File: config.mk
export PLATFORM = sky130hd
export DESIGN_NAME = instr_fetch_flat
export DESIGN_NICKNAME = d
export VERILOG_FILES = /design/src/rtl/rv32i_pkg.sv /design/src/rtl/instr_fetch_if.sv /design/src/rtl/fetch_fifo.sv /design/src/rtl/instr_fetch.sv /design/src/flat_wrapper.sv
export SDC_FILE = /design/constraint.sdc
export NUM_CORES = 1
export LEC_CHECK = 0
export ABC_AREA = 1
export CAP_MARGIN = 20
export CORE_ASPECT_RATIO = 2
export CORE_MARGIN = 1.5
export CORE_UTILIZATION = 45
export DETAILED_ROUTE_END_ITERATION = 8
export PLACE_DENSITY = 0.7
export SLEW_MARGIN = 20
export SYNTH_ARGS = -nofsm -noshare
export SYNTH_HDL_FRONTEND = slang
export SYNTH_SLANG_ARGS = --single-unit
export TNS_END_PERCENT = 100
File: constraint.sdc
create_clock -name clk -period 5.95 [get_ports clk]
set_input_delay 0.595 -clock clk [delete_from_list [all_inputs] [get_ports clk]]
set_output_delay 0.595 -clock clk [all_outputs]
set_load 0.01 [all_outputs]
File: src/rtl/rv32i_pkg.sv
// +----------------------------------------------------------------------------+
// | rv32i_pkg : opcodes, immediate-type codes and fetch-state encoding          |
// | Revision  : 1.0                                                             |
// +----------------------------------------------------------------------------+
`default_nettype none

package rv32i_pkg;

  localparam logic [6:0] OPC_OP_IMM = 7'b0010011;
  localparam logic [6:0] OPC_LOAD   = 7'b0000011;
  localparam logic [6:0] OPC_JALR   = 7'b1100111;
  localparam logic [6:0] OPC_STORE  = 7'b0100011;
  localparam logic [6:0] OPC_BRANCH = 7'b1100011;
  localparam logic [6:0] OPC_JAL    = 7'b1101111;

  // Encoding shared with the immediate generator's select input
  typedef enum logic [2:0] {
    IMM_NONE = 3'b000,
    IMM_I    = 3'b001,
    IMM_S    = 3'b010,
    IMM_B    = 3'b011,
    IMM_J    = 3'b100
  } imm_type_e;

  typedef enum logic [1:0] {
    FS_IDLE  = 2'd0,
    FS_RUN   = 2'd1,
    FS_DRAIN = 2'd2,
    FS_HALT  = 2'd3
  } fetch_state_e;

  localparam int FETCH_ENTRY_W = 67;

  typedef struct packed {
    logic [31:0] pc;
    logic [31:0] instr;
    logic [2:0]  imm_type;
  } fetch_entry_t;

  function automatic logic [2:0] imm_type_of(input logic [6:0] opcode);
    case (opcode)
      OPC_OP_IMM, OPC_LOAD, OPC_JALR: return IMM_I;
      OPC_STORE:                      return IMM_S;
      OPC_BRANCH:                     return IMM_B;
      OPC_JAL:                        return IMM_J;
      default:                        return IMM_NONE;
    endcase
  endfunction

endpackage

`default_nettype wire

File: src/rtl/instr_fetch_if.sv
// +----------------------------------------------------------------------------+
// | instr_fetch_if : imem request/grant bus, redirect and decode handshake      |
// | Revision       : 1.0                                                        |
// +----------------------------------------------------------------------------+
`default_nettype none

interface instr_fetch_if;
  import rv32i_pkg::*;

  logic        imem_req;
  logic [31:0] imem_addr;
  logic        imem_gnt;
  logic        imem_rvalid;
  logic [31:0] imem_rdata;
  logic        redirect_valid;
  logic [31:0] redirect_pc;
  logic        out_valid;
  logic        out_ready;
  logic [31:0] out_pc;
  logic [31:0] out_instr;
  logic [2:0]  out_imm_type;
  logic        misalign_err;

  modport master (
    output imem_req, imem_addr,
    input  imem_gnt, imem_rvalid, imem_rdata,
    input  redirect_valid, redirect_pc,
    output out_valid,
    input  out_ready,
    output out_pc, out_instr, out_imm_type, misalign_err
  );

  modport slave (
    input  imem_req, imem_addr,
    output imem_gnt, imem_rvalid, imem_rdata,
    output redirect_valid, redirect_pc,
    input  out_valid,
    output out_ready,
    input  out_pc, out_instr, out_imm_type, misalign_err
  );

endinterface

`default_nettype wire

File: src/rtl/fetch_fifo.sv
// +----------------------------------------------------------------------------+
// | fetch_fifo : registered instruction buffer with synchronous flush           |
// | Revision   : 1.0                                                            |
// +----------------------------------------------------------------------------+
`default_nettype none

module fetch_fifo
  import rv32i_pkg::*;
#(
  parameter int DEPTH = 2,
  parameter int WIDTH = FETCH_ENTRY_W
) (
  input  logic                     clk,
  input  logic                     rst_n,
  input  logic                     flush,
  input  logic                     push,
  input  logic [WIDTH-1:0]         din,
  input  logic                     pop,
  output logic [WIDTH-1:0]         dout,
  output logic                     full,
  output logic                     empty,
  output logic [$clog2(DEPTH):0]   count
);

  localparam int AW = $clog2(DEPTH);
  localparam logic [AW:0] C_DEPTH = (AW+1)'(DEPTH);

  logic [WIDTH-1:0] r_mem [DEPTH];
  logic [AW-1:0]    r_wr_ptr;
  logic [AW-1:0]    r_rd_ptr;
  logic [AW:0]      r_count;
  logic             w_pop;
  logic             w_push;

  assign w_pop  = pop && !empty;
  // A full buffer still accepts a push when the head leaves in the same cycle
  assign w_push = push && (!full || w_pop);

  always_ff @(posedge clk or negedge rst_n) begin
    if (!rst_n) begin
      r_wr_ptr <= '0;
      r_rd_ptr <= '0;
      r_count  <= '0;
      for (int i = 0; i < DEPTH; i++) begin
        r_mem[i] <= '0;
      end
    end else if (flush) begin
      r_wr_ptr <= '0;
      r_rd_ptr <= '0;
      r_count  <= '0;
    end else begin
      if (w_push) begin
        r_mem[r_wr_ptr] <= din;
        r_wr_ptr        <= r_wr_ptr + 1'b1;
      end
      if (w_pop) begin
        r_rd_ptr <= r_rd_ptr + 1'b1;
      end
      case ({w_push, w_pop})
        2'b10:   r_count <= r_count + 1'b1;
        2'b01:   r_count <= r_count - 1'b1;
        default: r_count <= r_count;
      endcase
    end
  end

  assign dout  = r_mem[r_rd_ptr];
  assign full  = (r_count == C_DEPTH);
  assign empty = (r_count == '0);
  assign count = r_count;

endmodule

`default_nettype wire

File: src/rtl/instr_fetch.sv
// +----------------------------------------------------------------------------+
// | instr_fetch : rv32i fetch stage (PC, imem bus, buffer, imm_type predecode)  |
// | Revision    : 1.0   Optional: IFETCH_MISALIGN_CHK_EN (misaligned -> HALT)    |
// +----------------------------------------------------------------------------+
`default_nettype none

module instr_fetch
  import rv32i_pkg::*;
#(
  parameter logic [31:0] RESET_PC = 32'h0000_0000,
  parameter int          DEPTH    = 2
) (
  input logic           clk,
  input logic           rst_n,
  instr_fetch_if.master bus
);

  localparam int          CW      = $clog2(DEPTH) + 1;
  localparam logic [CW:0] C_DEPTH = (CW+1)'(DEPTH);

  localparam logic [1:0] C_IDLE  = FS_IDLE;
  localparam logic [1:0] C_RUN   = FS_RUN;
  localparam logic [1:0] C_DRAIN = FS_DRAIN;
`ifdef IFETCH_MISALIGN_CHK_EN
  localparam logic [1:0] C_HALT  = FS_HALT;
`endif

  logic [1:0]    r_state;
  logic [31:0]   r_fetch_pc;
  logic [31:0]   r_rsp_pc;
  logic [CW-1:0] r_outstanding;
  logic [CW-1:0] r_discard;

  logic          w_gnt;
  logic          w_rsp;
  logic          w_pop;
  logic          w_push;
  logic          w_redirect;
  logic [31:0]   w_redirect_pc;
  logic [CW-1:0] w_discard_nxt;
  logic [CW:0]   w_occupancy;
  logic [CW-1:0] w_count;
  logic          w_full;
  logic          w_empty;
  fetch_entry_t  w_push_entry;
  fetch_entry_t  w_head;

`ifdef IFETCH_MISALIGN_CHK_EN
  logic          w_misalign;
  logic          r_misalign_err;

  assign w_redirect = bus.redirect_valid && (r_state != C_HALT);
  assign w_misalign = w_redirect && (bus.redirect_pc[1:0] != 2'b00);
`else
  assign w_redirect = bus.redirect_valid;
`endif

  assign w_redirect_pc = bus.redirect_pc & ~32'h3;
  assign w_gnt         = bus.imem_req && bus.imem_gnt;
  assign w_rsp         = bus.imem_rvalid;
  assign w_pop         = bus.out_valid && bus.out_ready;
  assign w_push        = w_rsp && (r_state == C_RUN) && !w_redirect;

  // Credit the slot freed by this cycle's pop so latency-1 memory streams at 1/cycle
  assign w_occupancy   = {1'b0, r_outstanding} + {1'b0, w_count} - {{CW{1'b0}}, w_pop};
  assign bus.imem_req  = (r_state == C_RUN) && (!w_full || w_pop) && (w_occupancy < C_DEPTH);
  assign bus.imem_addr = r_fetch_pc;

  // Everything in flight at redirect time (including this cycle's grant) must be dropped
  assign w_discard_nxt = r_discard + r_outstanding + CW'(w_gnt) - CW'(w_rsp);

  always_ff @(posedge clk or negedge rst_n) begin
    if (!rst_n) begin
      r_state       <= C_IDLE;
      r_fetch_pc    <= RESET_PC;
      r_rsp_pc      <= RESET_PC;
      r_outstanding <= '0;
      r_discard     <= '0;
    end else if (w_redirect) begin
      r_fetch_pc    <= w_redirect_pc;
      r_rsp_pc      <= w_redirect_pc;
      r_outstanding <= '0;
      r_discard     <= w_discard_nxt;
      r_state       <= (w_discard_nxt != '0) ? C_DRAIN : C_RUN;
`ifdef IFETCH_MISALIGN_CHK_EN
      if (w_misalign) begin
        r_state <= C_HALT;
      end
`endif
    end else begin
      case (r_state)
        C_IDLE: r_state <= C_RUN;
        C_RUN: begin
          if (w_gnt) begin
            r_fetch_pc <= r_fetch_pc + 32'd4;
          end
          if (w_gnt && !w_rsp) begin
            r_outstanding <= r_outstanding + 1'b1;
          end else if (!w_gnt && w_rsp) begin
            r_outstanding <= r_outstanding - 1'b1;
          end
          if (w_push) begin
            r_rsp_pc <= r_rsp_pc + 32'd4;
          end
        end
        C_DRAIN: begin
          if (w_rsp) begin
            r_discard <= r_discard - 1'b1;
            if (r_discard == CW'(1)) begin
              r_state <= C_RUN;
            end
          end
        end
        default: r_state <= r_state;
      endcase
    end
  end

`ifdef IFETCH_MISALIGN_CHK_EN
  always_ff @(posedge clk or negedge rst_n) begin
    if (!rst_n) begin
      r_misalign_err <= 1'b0;
    end else if (w_misalign) begin
      r_misalign_err <= 1'b1;
    end
  end

  assign bus.misalign_err = r_misalign_err;
`else
  assign bus.misalign_err = 1'b0;
`endif

  assign w_push_entry = '{pc:       r_rsp_pc,
                          instr:    bus.imem_rdata,
                          imm_type: imm_type_of(bus.imem_rdata[6:0])};

  fetch_fifo #(
    .DEPTH (DEPTH),
    .WIDTH (FETCH_ENTRY_W)
  ) u_fetch_fifo (
    .clk   (clk),
    .rst_n (rst_n),
    .flush (w_redirect),
    .push  (w_push),
    .din   (w_push_entry),
    .pop   (w_pop),
    .dout  (w_head),
    .full  (w_full),
    .empty (w_empty),
    .count (w_count)
  );

  assign bus.out_valid    = !w_empty;
  assign bus.out_pc       = w_head.pc;
  assign bus.out_instr    = w_head.instr;
  assign bus.out_imm_type = w_head.imm_type;

endmodule

`default_nettype wire

File: src/flat_wrapper.sv
// flat-port wrapper written by rule: the top's interface ports become plain ports
module instr_fetch_flat import rv32i_pkg::*;
#(
  parameter logic [31:0] RESET_PC = 32'h0000_0000,
  parameter int          DEPTH    = 2
)
  (clk, rst_n, bus_imem_req, bus_imem_addr, bus_imem_gnt, bus_imem_rvalid, bus_imem_rdata, bus_redirect_valid, bus_redirect_pc, bus_out_valid, bus_out_ready, bus_out_pc, bus_out_instr, bus_out_imm_type, bus_misalign_err);
  instr_fetch_if bus_i ();
  input logic clk;
  input logic rst_n;
  output wire logic [$bits(bus_i.imem_req)-1:0] bus_imem_req;
  output wire logic [$bits(bus_i.imem_addr)-1:0] bus_imem_addr;
  input wire logic [$bits(bus_i.imem_gnt)-1:0] bus_imem_gnt;
  input wire logic [$bits(bus_i.imem_rvalid)-1:0] bus_imem_rvalid;
  input wire logic [$bits(bus_i.imem_rdata)-1:0] bus_imem_rdata;
  input wire logic [$bits(bus_i.redirect_valid)-1:0] bus_redirect_valid;
  input wire logic [$bits(bus_i.redirect_pc)-1:0] bus_redirect_pc;
  output wire logic [$bits(bus_i.out_valid)-1:0] bus_out_valid;
  input wire logic [$bits(bus_i.out_ready)-1:0] bus_out_ready;
  output wire logic [$bits(bus_i.out_pc)-1:0] bus_out_pc;
  output wire logic [$bits(bus_i.out_instr)-1:0] bus_out_instr;
  output wire logic [$bits(bus_i.out_imm_type)-1:0] bus_out_imm_type;
  output wire logic [$bits(bus_i.misalign_err)-1:0] bus_misalign_err;
  assign bus_imem_req = bus_i.imem_req;
  assign bus_imem_addr = bus_i.imem_addr;
  assign bus_i.imem_gnt = bus_imem_gnt;
  assign bus_i.imem_rvalid = bus_imem_rvalid;
  assign bus_i.imem_rdata = bus_imem_rdata;
  assign bus_i.redirect_valid = bus_redirect_valid;
  assign bus_i.redirect_pc = bus_redirect_pc;
  assign bus_out_valid = bus_i.out_valid;
  assign bus_i.out_ready = bus_out_ready;
  assign bus_out_pc = bus_i.out_pc;
  assign bus_out_instr = bus_i.out_instr;
  assign bus_out_imm_type = bus_i.out_imm_type;
  assign bus_misalign_err = bus_i.misalign_err;
  instr_fetch #(.RESET_PC(RESET_PC), .DEPTH(DEPTH)) u_core (.clk(clk), .rst_n(rst_n), .bus(bus_i));
endmodule
=== After elaboration in Yosys (flattened, before gate mapping) ===
Index checks and enable logic that the tools add are counted.

* Add/sub/neg operators: 14
* Magnitude comparators: 4
* Equality and inequality tests: 14
* Mux-type cells: 31
* Bitwise logic cells: 3
* Reduce and logical (&&, ||, !) cells: 38

{| class="wikitable"
|+ Operator list
! cell !! number
|-
| 67-bit two-way mux || 4
|-
| 32-bit two-way mux || 6
|-
| 134-bit bitwise mux || 1
|-
| 67-bit demux with 1-bit select || 1
|-
| 32-bit by 3-bit adder with 32-bit output (second input constant) || 2
|-
| 2-bit two-way mux || 12
|-
| 7-bit equality test (second input constant) || 3
|-
| 2-bit nonzero test || 8
|-
| 3-bit one-hot mux with 4 select lines || 1
|-
| 1-bit logical AND || 11
|-
| 2-bit AND reduction || 5
|-
| 3-bit nonzero test || 3
|-
| 2-bit one-hot mux with 2 select lines || 2
|-
| 7-bit by 2-bit equality test with 1-bit output (second input constant) || 1
|-
| 7-bit by 5-bit equality test with 1-bit output (second input constant) || 1
|-
| 7-bit by 6-bit equality test with 1-bit output (second input constant) || 1
|-
| 2-bit by 1-bit equality test with 1-bit output (second input constant) || 3
|-
| 2-bit equality test (second input constant) || 3
|-
| 2-bit by 1-bit subtractor with 2-bit output (second input constant) || 3
|-
| 1-bit logical NOT || 5
|-
| 2-bit by 1-bit adder with 2-bit output (second input constant) || 2
|-
| 2-bit >= comparator (second input constant) || 2
|-
| 2-bit logical NOT || 2
|-
| 1-bit two-way mux || 4
|-
| 15 further kinds || 18
|}

* Register bits after elaboration: 208
* Input port bits: 70
* Output and inout port bits: 102
* Logic and storage cells: 114

=== Logic depth before layout (Yosys ltp) ===
* Depth after elaboration: 13
* Gate-level depth with buffers: 19
* Gate-level depth less buffers: 19

=== Modules after synthesis ===
A second synthesis with hierarchy kept.

* Cells, all modules: 1495
* Area, all modules: 11029.3 µm²

{| class="wikitable"
|+ Modules (own cells, without submodules)
! module !! times used !! cells an instance !! area each (µm²) !! sequential area each (µm²)
|-
| fetch_fifo || 1 || 753 || 6098.3 || 3453.3
|-
| instr_fetch || 1 || 742 || 4931.0 || 1651.6
|}

=== Least setup slack after synthesis ===
OpenSTA, ideal clock, no wires.

* Kind: reg-to-reg
* Start point: register u_core.u_fetch_fifo.r_count[0], in the netlist u_core.u_fetch_fifo.count[0]
* End point: register u_core.r_discard[0]
* Library setup time: 0.126 ns
* Arrival: 3.043 ns
* Data required time: 5.824 ns
* Path slack: 2.781 ns
* Cell stages (with the launch flop): 17
* Path buffers: 0
* Clock period less this slack: 3.169 ns
* Cells stage by stage: dfrtp_1 -> inv_1 -> nand2_1 -> nand2_1 -> inv_1 -> ha_1 -> or2_2 -> fa_1 -> nand3_1 -> nor2_1 -> nand3_1 -> inv_1 -> fa_1 -> nand2_1 -> o21ai_0 -> nand2_1 -> o21ai_0

* Cells in the longest elaborated chain, start to end: 10
* Elaborated cells on any way between the ends: 15
* Those cells by class: 4 x add/sub; 1 x order compare; 1 x eq/ne; 1 x mux; 8 x reduce/logical

{| class="wikitable"
|+ Ends and longest elaborated chain
! what !! line !! text
|-
| start, declared || fetch_fifo.sv:31 || <nowiki>logic [AW:0] r_count;</nowiki>
|-
| start signal, assigned || fetch_fifo.sv:60 || <nowiki>2'b10: r_count <= r_count + 1'b1;</nowiki>
|-
| start signal, assigned || fetch_fifo.sv:61 || <nowiki>2'b01: r_count <= r_count - 1'b1;</nowiki>
|-
| start signal, assigned || fetch_fifo.sv:62 || <nowiki>default: r_count <= r_count;</nowiki>
|-
| 2-bit logical NOT (*) || fetch_fifo.sv:69 || <nowiki>assign empty = (r_count == '0);</nowiki>
|-
| 1-bit logical NOT (*) || instr_fetch.sv:153 || <nowiki>assign bus.out_valid = !w_empty;</nowiki>
|-
| via bus_out_valid || flat_wrapper.sv:18 || <nowiki>output wire logic [$bits(bus_i.out_valid)-1:0] bus_out_valid;</nowiki>
|-
| 1-bit logical AND (*) || instr_fetch.sv:61 || <nowiki>assign w_pop = bus.out_valid && bus.out_ready;</nowiki>
|-
| 3-bit by 1-bit subtractor with 3-bit output or 1-bit logical OR (tied branches) || instr_fetch.sv:65, instr_fetch.sv:66 ||
|-
| 3-bit by 2-bit less-than comparator with 1-bit output or 1-bit logical AND (tied branches) || instr_fetch.sv:66 || <nowiki>assign bus.imem_req = (r_state == C_RUN) && (!w_full || w_pop) && (w_occupancy < C_DEPTH);</nowiki>
|-
| 1-bit logical AND (*) || instr_fetch.sv:66 ||
|-
| 1-bit logical AND (*) || instr_fetch.sv:59 || <nowiki>assign w_gnt = bus.imem_req && bus.imem_gnt;</nowiki>
|-
| 2-bit by 1-bit adder with 2-bit output (*) || instr_fetch.sv:70 || <nowiki>assign w_discard_nxt = r_discard + r_outstanding + CW'(w_gnt) - CW'(w_rsp);</nowiki>
|-
| 2-bit by 1-bit subtractor with 2-bit output (*) || instr_fetch.sv:70 ||
|-
| 2-bit two-way mux (*) || instr_fetch.sv:79 || <nowiki>end else if (w_redirect) begin</nowiki>
|-
| end signal, assigned || instr_fetch.sv:83 || <nowiki>r_discard <= w_discard_nxt;</nowiki>
|-
| end signal, assigned || instr_fetch.sv:108 || <nowiki>r_discard <= r_discard - 1'b1;</nowiki>
|-
| end, declared || instr_fetch.sv:32 || <nowiki>logic [CW-1:0] r_discard;</nowiki>
|}

Mark *: on every way through the listed nets, which the timed path passes. The rest lies on a longest branch.
A chain may end at the register's enable or synchronous reset.

=== Worst setup path after layout ===
* Start point: register u_core.u_fetch_fifo.r_count[0], in the netlist u_core.u_fetch_fifo.count[0]
* End point: output bus_imem_req

* Cells in the longest elaborated chain, start to end: 6
* Elaborated cells on any way between the ends: 11
* Those cells by class: 2 x add/sub; 1 x order compare; 1 x eq/ne; 7 x reduce/logical

{| class="wikitable"
|+ Ends and longest elaborated chain
! what !! line !! text
|-
| parallel branches: the longest is 5 deep, another holds 2-bit by 2-bit adder with 3-bit output || n/a ||
|-
| 1-bit logical AND (*) || instr_fetch.sv:66 ||
|-
| end, declared || flat_wrapper.sv:11 || <nowiki>output wire logic [$bits(bus_i.imem_req)-1:0] bus_imem_req;</nowiki>
|}

Every way passes the cells marked *.

==> flow_summary.yaml <==
logic_synthesis:
  synth_cell_types: 39
  synth-simple-area-share_pct: 31.16
  yosys.area.top_type: "dfrtp_1"
  seq_area_frac_synth_pct: 47.33
  synth_top_family_by_area: "simple AND/OR/NAND/NOR gates"
  synth_ff_type: "dfrtp_1"
  synth_warnings: 0
  netlist.area_leader.share_pct: 47.33
  syn_avg_cell_area_um2: 7.318
  synthesis.area_um2: 10570
  synth_compound_gate_area_share_pct: 10.55
  async_reset_ff_share_pct: 100.0
  synth-adder-area-share_pct: 1.089
  synthTopCellsByArea: "dfrtp_1, nand2_1, nor2_1"
  synthMuxAreaShare_pct: 0
  synth-seq-cells: 200
  synth_edf_count: 0
  synthCells: 1445
  synth_xor_xnor_area_share_pct: 2.319
worst_setup_path:
  cp.arrival_ns: 3.26
  critical_path_class: "flop to output port"
  cpMaxStageDelayCell: "clkdlybuf4s50_1"
  end_kind: "output port"
  worst_ep_required_time_ns: 5.36
  reg2reg_from: "u_core.u_fetch_fifo.count[0]"
  startpoint_type: "flop"
  slowest_delay_ns: 0.57
  critPathTopFamily: "simple AND/OR/NAND/NOR gates"
  crit_buf_inv: 3
  critical_path.cell_chain: "inv_1 > nand2_1 > nand2_1 > inv_1 > ha_1 > or2_2 > fa_1 > nand3_1 > nor3_1 > clkdlybuf4s50_1"
  crit_path_start: "u_core.u_fetch_fifo.count[0]"
  crit_fanout: 6
finish:
  num_antenna_cells: 0
  area_growth_pct: 22.25
  final_area_um2: 12930
  drive_gt1_share_pct: 4.083
  stdcell_count: 1875
  nets: 1657
cts:
  cts_made_buffers: 17
  insertion_delay_ns: 0.45
  cts_max_level: 4
  clockBufferDepth: 2
  clk_pin_slew_ns: 0.07
  post_cts_resized: 0
  holdBufCountCts: 0
  cts.sinks: 200
  cts_setup_buffers: 0
  clockRootBuffer: "clkbuf_16"
  tritoncts: "built"
grt:
  overflow: 0
  grt_max_degree: 91
  grt_pass1_wl_um: 47820
  grt_use_total_pct: 24.94
  grt_pass1_vias: 9405
  antenna_found_initial: 0
floorplan:
  io-pin-count: 172
  dieHeight_um: 219.8
  initial_core_util_pct: 45.72
  core_area_um2: 23130
  die-width_um: 111.4
  rows: 79
  die_area_um2: 24480
detailed_routing:
  routed_wl_um: 29680
  viasPerCell: 5.106
  drc: 0
  wire_per_inst_um: 15.83
  first_pass_iters: 8
  detail_route.iter0.violations: 736
  ant_nets: 0
  vias: 9573
timing:
  hold_ws_ns: 0.1748
  clock_skew_ns: 0.01119
  hold_viol: 0
  slew_violations: 0
  worst_slew_pin_slew_ns: 0.8892
  min_period_over_period_pct: 64.77
  slew_headroom_pct: 40.72
  final-setup-viol-count: 0
  post-route-min-period_ns: 3.854
  tns_ns: 0
  clock.fmax_ghz: 0.2595
  rsz0062_at_grt: "no"
place:
  gp_congestion: 0.9937
  dpl.cell_count: 1843
  place_area_um2: 12330
  place_hpwl_um: 21330
  portBuffers: 164
worst_hold_path:
  hp-class: "input pin to asynchronous set/reset pin"
pwr:
  power_density_nw_per_um2: 413.1
  ir_worst_vdd_uv: 214.3
  power.leakage_uw: 0.006255
flow_run:
  cap_viol_max_count: 0
status:
  status: "completed"
==> final timing paths <==
check,to,slack (ns),depth (start not counted)
setup / recovery,bus_imem_req,2.10,10
hold / removal,u_core.u_fetch_fifo.r_mem[7],0.17,1
setup reg to reg,u_core.bus.imem_addr[14],2.23,14
hold reg to reg,u_core.u_fetch_fifo.r_mem[119],0.48,2
max in group asynchronous,u_core.u_fetch_fifo.r_rd_ptr,4.45,2
min in group clk,u_core.u_fetch_fifo.r_mem[119],0.48,2
==> registers in the layout (all words and copies together) (netlist names) <==
name,flops
u_core.u_fetch_fifo.r_mem,130
u_core.u_fetch_fifo.r_rd_ptr,1
u_core.r_discard,2
u_core.r_state,2
u_core.r_outstanding,2
u_core.u_fetch_fifo.count,2
u_core.r_rsp_pc,30
u_core.bus.imem_addr,30
u_core.u_fetch_fifo.r_wr_ptr,1
==> stage by stage <==
stage / utilization (%) / power [uW] / setup slack (ns)
after floorplan: - / 3284 / 2.781
after global placement: 53.29 / 4138 / 1.816
after detailed placement: 53.29 / 4197 / 1.778
after CTS: 55.89 / 5392 / 2.072
after global routing: 55.89 / 5741 / 1.911
final: 55.89 / 5340 / 2.096
==> cell usage after synthesis (2+ instances only) <==
master	instances
a21oi_1	34
a31oi_1	4
buf_1	2
buf_2	14
buf_4	5
buf_6	9
clkbuf_1	33
dfrtp_1	200
fa_1	2
ha_1	6
inv_1	118
inv_2	3
nand2_1	603
nand2_2	2
nand3_1	61
nand3b_1	9
nand4_1	10
nor2_1	121
nor2_4	2
nor2_8	2
nor3_1	7
o211ai_1	7
o21ai_0	77
o21ai_1	59
o21ai_2	9
o21bai_1	2
o221ai_1	6
xnor2_1	8
xor2_1	20
==> routing by layer <==
metal / vias up / wire length, um / global-route usage [%] / share of wire [%]
li1: 4798 / - / - / -
met1: 4450 / 11390 / 26.81 / 38
met2: 251 / 15690 / 45.95 / 53
met3: 74 / 928 / 3.025 / 3.1
met4: 0 / 1664 / 15.82 / 5.6
met5: - / 0 / 0 / 0
==> where the power goes <==
part           switching [uW]  internal, uW  leakage (uW)  total [uW]
clock                     536           646      0.000277        1180
combinational            1030           932       0.00347        1960
sequential                343          1850       0.00251        2190
total                    1910          3430       0.00625        5340
==> final cells by class <==
cell class / instances / area, um^2
multi-input cells: 1065 / 4790
clock buffers: 19 / 452.9
clock inverters: 13 / 146.4
repair buffers: 174 / 1720
inverters: 121 / 456.7
well taps: 283 / 354.1
flip-flops and latches: 200 / 5006
fillers: 2251 / 10200
==> cell usage in the layout, fill, tap and decap left out, types with 10 or more instances in the layout <==
master / count
a21oi_1: 34
buf_4: 10
clkbuf_16: 17
clkdlybuf4s50_1: 163
dfrtp_1: 199
inv_1: 117
nand2_1: 603
nand3_1: 61
nand4_1: 10
nor2_1: 121
o21ai_0: 77
o21ai_1: 59
xor2_1: 20
==> cell families after synthesis <==
| kind of cell | after synthesis |
|---|---|
| fa+ha+maj | 8 |
| flops | 200 |
| xor+xnor | 28 |
| compound gates | 203 |
| buf+inv | 184 |
| other cells | 1 |
| simple gates | 821 |
==> worst reg2reg max path: stages, from the launching register on <==
cell	delay [ns]
dfrtp_1	0.38
inv_1	0.14
nand2_1	0.10
nand2_1	0.16
inv_1	0.08
ha_1	0.27
or2_2	0.30
fa_1	0.48
nand3_1	0.09
nor2_1	0.16
nand3_1	0.18
nand2_2	0.39
inv_1	0.49
a21oi_1	0.29
a21oi_1	0.09
Note: power is estimated with default switching activity, not from simulation.
